`src/rtl/vc_demux2_pipe.sv`:
```
// rtl/vc_demux2_pipe.sv - 1-to-2 val/rdy demultiplexer with one registered entry per lane
// Optional per-lane delivery counters: define VC_DEMUX_COUNT_EN.
module vc_demux2_pipe #(
    parameter int p_nbits     = 32,
    parameter int p_cnt_nbits = 16
) (
    input  logic                   clk,
    input  logic                   reset,
    input  logic                   in_val,
    output logic                   in_rdy,
    input  logic                   in_sel,
    input  logic [p_nbits-1:0]     in_msg,
    output logic                   out0_val,
    input  logic                   out0_rdy,
    output logic [p_nbits-1:0]     out0_msg,
    output logic                   out1_val,
    input  logic                   out1_rdy,
    output logic [p_nbits-1:0]     out1_msg
`ifdef VC_DEMUX_COUNT_EN
    ,
    output logic [p_cnt_nbits-1:0] cnt0,
    output logic [p_cnt_nbits-1:0] cnt1
`endif
);

    logic               full0_q, full0_d;
    logic               full1_q, full1_d;
    logic [p_nbits-1:0] buf0_q, buf0_d;
    logic [p_nbits-1:0] buf1_q, buf1_d;
    logic               enq0, enq1, deq0, deq1;

    // A lane can accept when empty or when its current entry leaves this cycle.
    always_comb begin
        in_rdy = in_sel ? (!full1_q || out1_rdy) : (!full0_q || out0_rdy);
        enq0   = in_val && in_rdy && !in_sel;
        enq1   = in_val && in_rdy &&  in_sel;
        deq0   = full0_q && out0_rdy;
        deq1   = full1_q && out1_rdy;

        full0_d = full0_q;
        buf0_d  = buf0_q;
        if (enq0) begin
            full0_d = 1'b1;
            buf0_d  = in_msg;
        end else if (deq0) begin
            full0_d = 1'b0;
        end

        full1_d = full1_q;
        buf1_d  = buf1_q;
        if (enq1) begin
            full1_d = 1'b1;
            buf1_d  = in_msg;
        end else if (deq1) begin
            full1_d = 1'b0;
        end
    end

    always_ff @(posedge clk or negedge reset) begin
        if (!reset) begin
            full0_q <= 1'b0;
            full1_q <= 1'b0;
            buf0_q  <= '0;
            buf1_q  <= '0;
        end else begin
            full0_q <= full0_d;
            full1_q <= full1_d;
            buf0_q  <= buf0_d;
            buf1_q  <= buf1_d;
        end
    end

    assign out0_val = full0_q;
    assign out0_msg = buf0_q;
    assign out1_val = full1_q;
    assign out1_msg = buf1_q;

`ifdef VC_DEMUX_COUNT_EN
    logic [p_cnt_nbits-1:0] cnt0_q, cnt0_d;
    logic [p_cnt_nbits-1:0] cnt1_q, cnt1_d;

    always_comb begin
        cnt0_d = cnt0_q;
        cnt1_d = cnt1_q;
        if (deq0) cnt0_d = cnt0_q + 1'b1;
        if (deq1) cnt1_d = cnt1_q + 1'b1;
    end

    always_ff @(posedge clk or negedge reset) begin
        if (!reset) begin
            cnt0_q <= '0;
            cnt1_q <= '0;
        end else begin
            cnt0_q <= cnt0_d;
            cnt1_q <= cnt1_d;
        end
    end

    assign cnt0 = cnt0_q;
    assign cnt1 = cnt1_q;
`endif

endmodule
```
`config.mk`:
```
export PLATFORM = sky130hd
export DESIGN_NAME = vc_demux2_pipe
export DESIGN_NICKNAME = d
export VERILOG_FILES = /design/src/rtl/vc_demux2_pipe.sv
export SDC_FILE = /design/constraint.sdc
export NUM_CORES = 1
export LEC_CHECK = 0
export ABC_CLOCK_PERIOD_IN_PS = 4660
export CORE_ASPECT_RATIO = 0.9
export CORE_MARGIN = 2
export CORE_UTILIZATION = 30
export DETAILED_ROUTE_END_ITERATION = 8
export DONT_BUFFER_PORTS = 1
export SYNTH_ARGS = -nofsm -noshare
export SYNTH_HDL_FRONTEND = slang
export SYNTH_SLANG_ARGS = --single-unit
```
`constraint.sdc`:
```
create_clock -name clk -period 4.66 [get_ports clk]
set_clock_uncertainty 0.2 [all_clocks]
set_input_delay 0.932 -clock clk [delete_from_list [all_inputs] [get_ports clk]]
set_output_delay 0.932 -clock clk [all_outputs]
set_load 0.02 [all_outputs]
```
After elaboration in Yosys (flattened, before gate mapping)
Cells that the tools add are included.
{"block": "totals", "reg_bits": 66, "output_inout_bits": 67, "inputBits": 38, "word_cells": 21}
{"block": "op_classes", "n_mux": 5, "reduce_logical": 12}
{"cell": "1-bit logical AND", "count": 5}
{"cell": "1-bit 2-to-1 mux", "count": 5}
{"cell": "2-bit nonzero test", "count": 2}
{"cell": "1-bit zero test", "count": 3}
{"cell": "1-bit logical OR", "count": 2}

Depth between registers and ports, before layout
{"block": "logic_depth", "word_depth": 6, "depth_mapped": 4, "ltp_nobuf": 3}

Worst setup path after synthesis
Ideal clock, no wire load.
{"block": "synth_path", "path_type": "input to output", "startpoint": "input out1_rdy", "endpoint": "output in_rdy", "setup_slack_ns": 2.012, "required_time_ns": 3.528, "cell_stages": 2, "path_buffers": 0, "t_arrival_ns": 1.516, "path_cell_list": "and2b_1 a21oi_1"}
{"block": "synth_via", "elab_chain_cells": 2}
{"item": "start, declared", "line_no": "17", "rtl": "input logic out1_rdy,"}
{"item": "1-bit logical OR", "line_no": "34", "rtl": "in_rdy = in_sel ? (!full1_q || out1_rdy) : (!full0_q || out0_rdy);"}
{"item": "1-bit 2-to-1 mux", "line_no": "34"}
{"item": "end, declared", "line_no": "10", "rtl": "output logic in_rdy,"}
No other way between the ends.

Worst setup path after layout
Same ends and word-level chain as after synthesis.

==> impl_results.md <==
- Top cell type's share of synthesized area: 0.655
- Chip width: just over 100 µm
- CTS H-tree depth: 3
- Share of total power in combinational logic: 0.081
- Routed wire length per instance: 17.9 µm
- Fin crit share: 0.579
- Total Power: about 1.5 mW
- Largest net degree at the start of global routing: between 60 and 70
- Min-Delay Path Class: in -> async
- Crit path time final: 2700 ps
- Grt ovf: 0
- HPWL after DPL: about 3100 µm
- Clk sink count: 66
- Mapped Cells: about 150
- Commonest non-fill, non-tap cell in the layout: dfrtp_1
- CP cell instances: and2b_1 > a21oi_1
- Buffers & Inverters on Critical Path: 0
- Max incr delay on CP: roughly 420 ps
- Maximum root-to-sink buffer count: 2
- Leak pwr: 1.17 nW
- Final WL: 4560 µm
- Worst EP required: about 3500 ps
- Power per cell area: ~540 nW/µm²
- Worst-Margin Slew: 959 ps
- Mean Syn Cell Area: 17.3 µm²
- Die extent in y: 90.9 µm
- Layout cells sized above 1: 0.519
- First-pass GRT wire length: approximately 7400 µm
- Final nets: 190
- Setup Viol. Count Final: 0
- Initial drt markers: 12
- Most frequent cells in the layout: dfrtp_1, mux2_2, clkbuf_8
- Synth Warn #: 0
- Power share of the sequential group: 0.576
- Area grow syn2layout: 10.9%
- Final Max Tran Viols: 0
- PnR worst setup slack: approximately 2000 ps
- Psw: 0.450 mW
- Cell area after synthesis: 2520 µm²
- Maximum vdd ir drop: between 0.00015 and 0.0002 V
- # resized after CTS: 0
- I/O Buffers: 0
- Clk slew on worst S/H paths: ~70 ps
- Core region area: slightly above 8000 µm²
- Layout Utilization: 0.345
- First-pass iteration count of the detailed router: 6
- Worst hold slack: 84.8 ps
- Fill cells: a little under 800
- Hold Vio Cnt, Final: 0
- Synth area leader: dfrtp_1
- Final ANT Viol Nets: 0
- CP max stage cell: a21oi_1
- Register area share after synthesis: 0.655
- Setup bufs post-CTS: 0
- Die area: slightly above 9000 µm²
- Post-synthesis register bit count: 66
- N_diodes: 0
- Library cells used by synthesis: 15
- Io pins: 105
- Root Buffer: clkbuf_8
- Insertion delay to the later sink of the worst-skew pair: approximately 330 ps
- Internal power: about 1.1 mW
- Worst EP arrival: 1570 ps
- Rows: 31
- TritonCTS clock tree: yes
- GPL Wtd Cong: roughly 0.66
- Via-per-instance ratio: roughly 4.8
- Setup crit start kind: input port
- Syn Nets: about 180
- Drt drc: 0
- Initial antenna violation count: 0
- Rel. slew slack: 0.359
- CP endpoint kind: output pin
- GRT Overall Usage: 0.107
- Via count: approximately 1200
- Setup CP Type: in -> out
- Vias in the first global route: 1407
- CTS Buf Count: 9
- RSZ-0062 raised after global routing: false
- Number of max-cap violations: 0
- Kind of cell adding the most delay to the critical path: compound AO/OA/AOI/OAI gates
- Starting Density: 0.311
- Switching Share: 0.296
- Setup TNS Final: 0 ps
- CP Max Fanout: 3
- Clock share of power: 0.343
- Top cells by area, synth: dfrtp_1, mux2_2, buf_6
- FMAX: roughly 370 MHz
- Cts hold-fix bufs: 0
- DP Worst Slack: 1800 ps
- Status: completed
-- metrics by stage --
step	instance area, µm²	instances
after global routing	2800	255
after detailed placement	2580	240
after CTS	2800	255
final	2800	255
after global placement	2580	240
after floorplan	2520	146
-- synth_stat cells, drive strengths merged --
cell	count
dfrtp	66
mux2	64
buf	4
clkbuf	2
nor2	2
a21oi	1
and2b	1
inv	1
nand2	1
nand2b	1
nor3b	1
o21ai	1
or2b	1
-- cell families (layout without fill, tap and decap cells) --
family                 count (synthesis)  count (layout)  share of synthesized area
multiplexers                          64              64                      0.286
buffers and inverters                  7              17                     0.0303
flip-flops                            66              66                      0.655
AND/OR/NAND/NOR                        7               7                     0.0243
AO/OA/AOI/OAI                          2               2                    0.00397
-- routing by layer --
metal,vias up,GRT usage,part of all wire
li1,518,-,-
met1,633,0.122,0.40
met2,65,0.160,0.48
met3,6,0.0670,0.11
met4,0,0.0411,0.012
met5,-,0,0
-- path summary, 6_finish.rpt --
kind,from,end,slack (ps),cells after the start
worst min register to register,out1_msg[5],out1_msg[5],440,1
worst max register to register,out0_val,out0_msg[31],2320,4
min in group clk,out1_msg[5],out1_msg[5],440,1
worst min-delay path,reset,out1_msg[6],80,0
max in group asynchronous,reset,out0_msg[18],4080,0
worst max-delay path,out1_rdy,in_rdy,1960,2
-- cell type report --
class	count	area (µm²)	area share
clock buffer	10	138	0.0492
tap	99	124	0.0443
timing repair buffer	1	7.51	0.00269
sequential	66	1650	0.591
clock inverter	5	78.8	0.0282
multi-input combinational	73	792	0.283
inverter	1	3.75	0.00134
-- state kept, by name (all words and copies together), names as in the netlist --
| signal | cells |
|---|---|
| out1_msg | 32 |
| out1_val | 1 |
| out0_val | 1 |
| out0_msg | 32 |
-- power by group through the flow --
stage               sequential [mW]  clock, mW  combinational (mW)
floorplan                     0.865          0               0.117
global placement              0.889          0               0.119
detailed placement            0.889          0               0.127
CTS                           0.879      0.546               0.127
global route                  0.889      0.570               0.138
finish                        0.876      0.522               0.123
(Power assumes the default switching activity.)
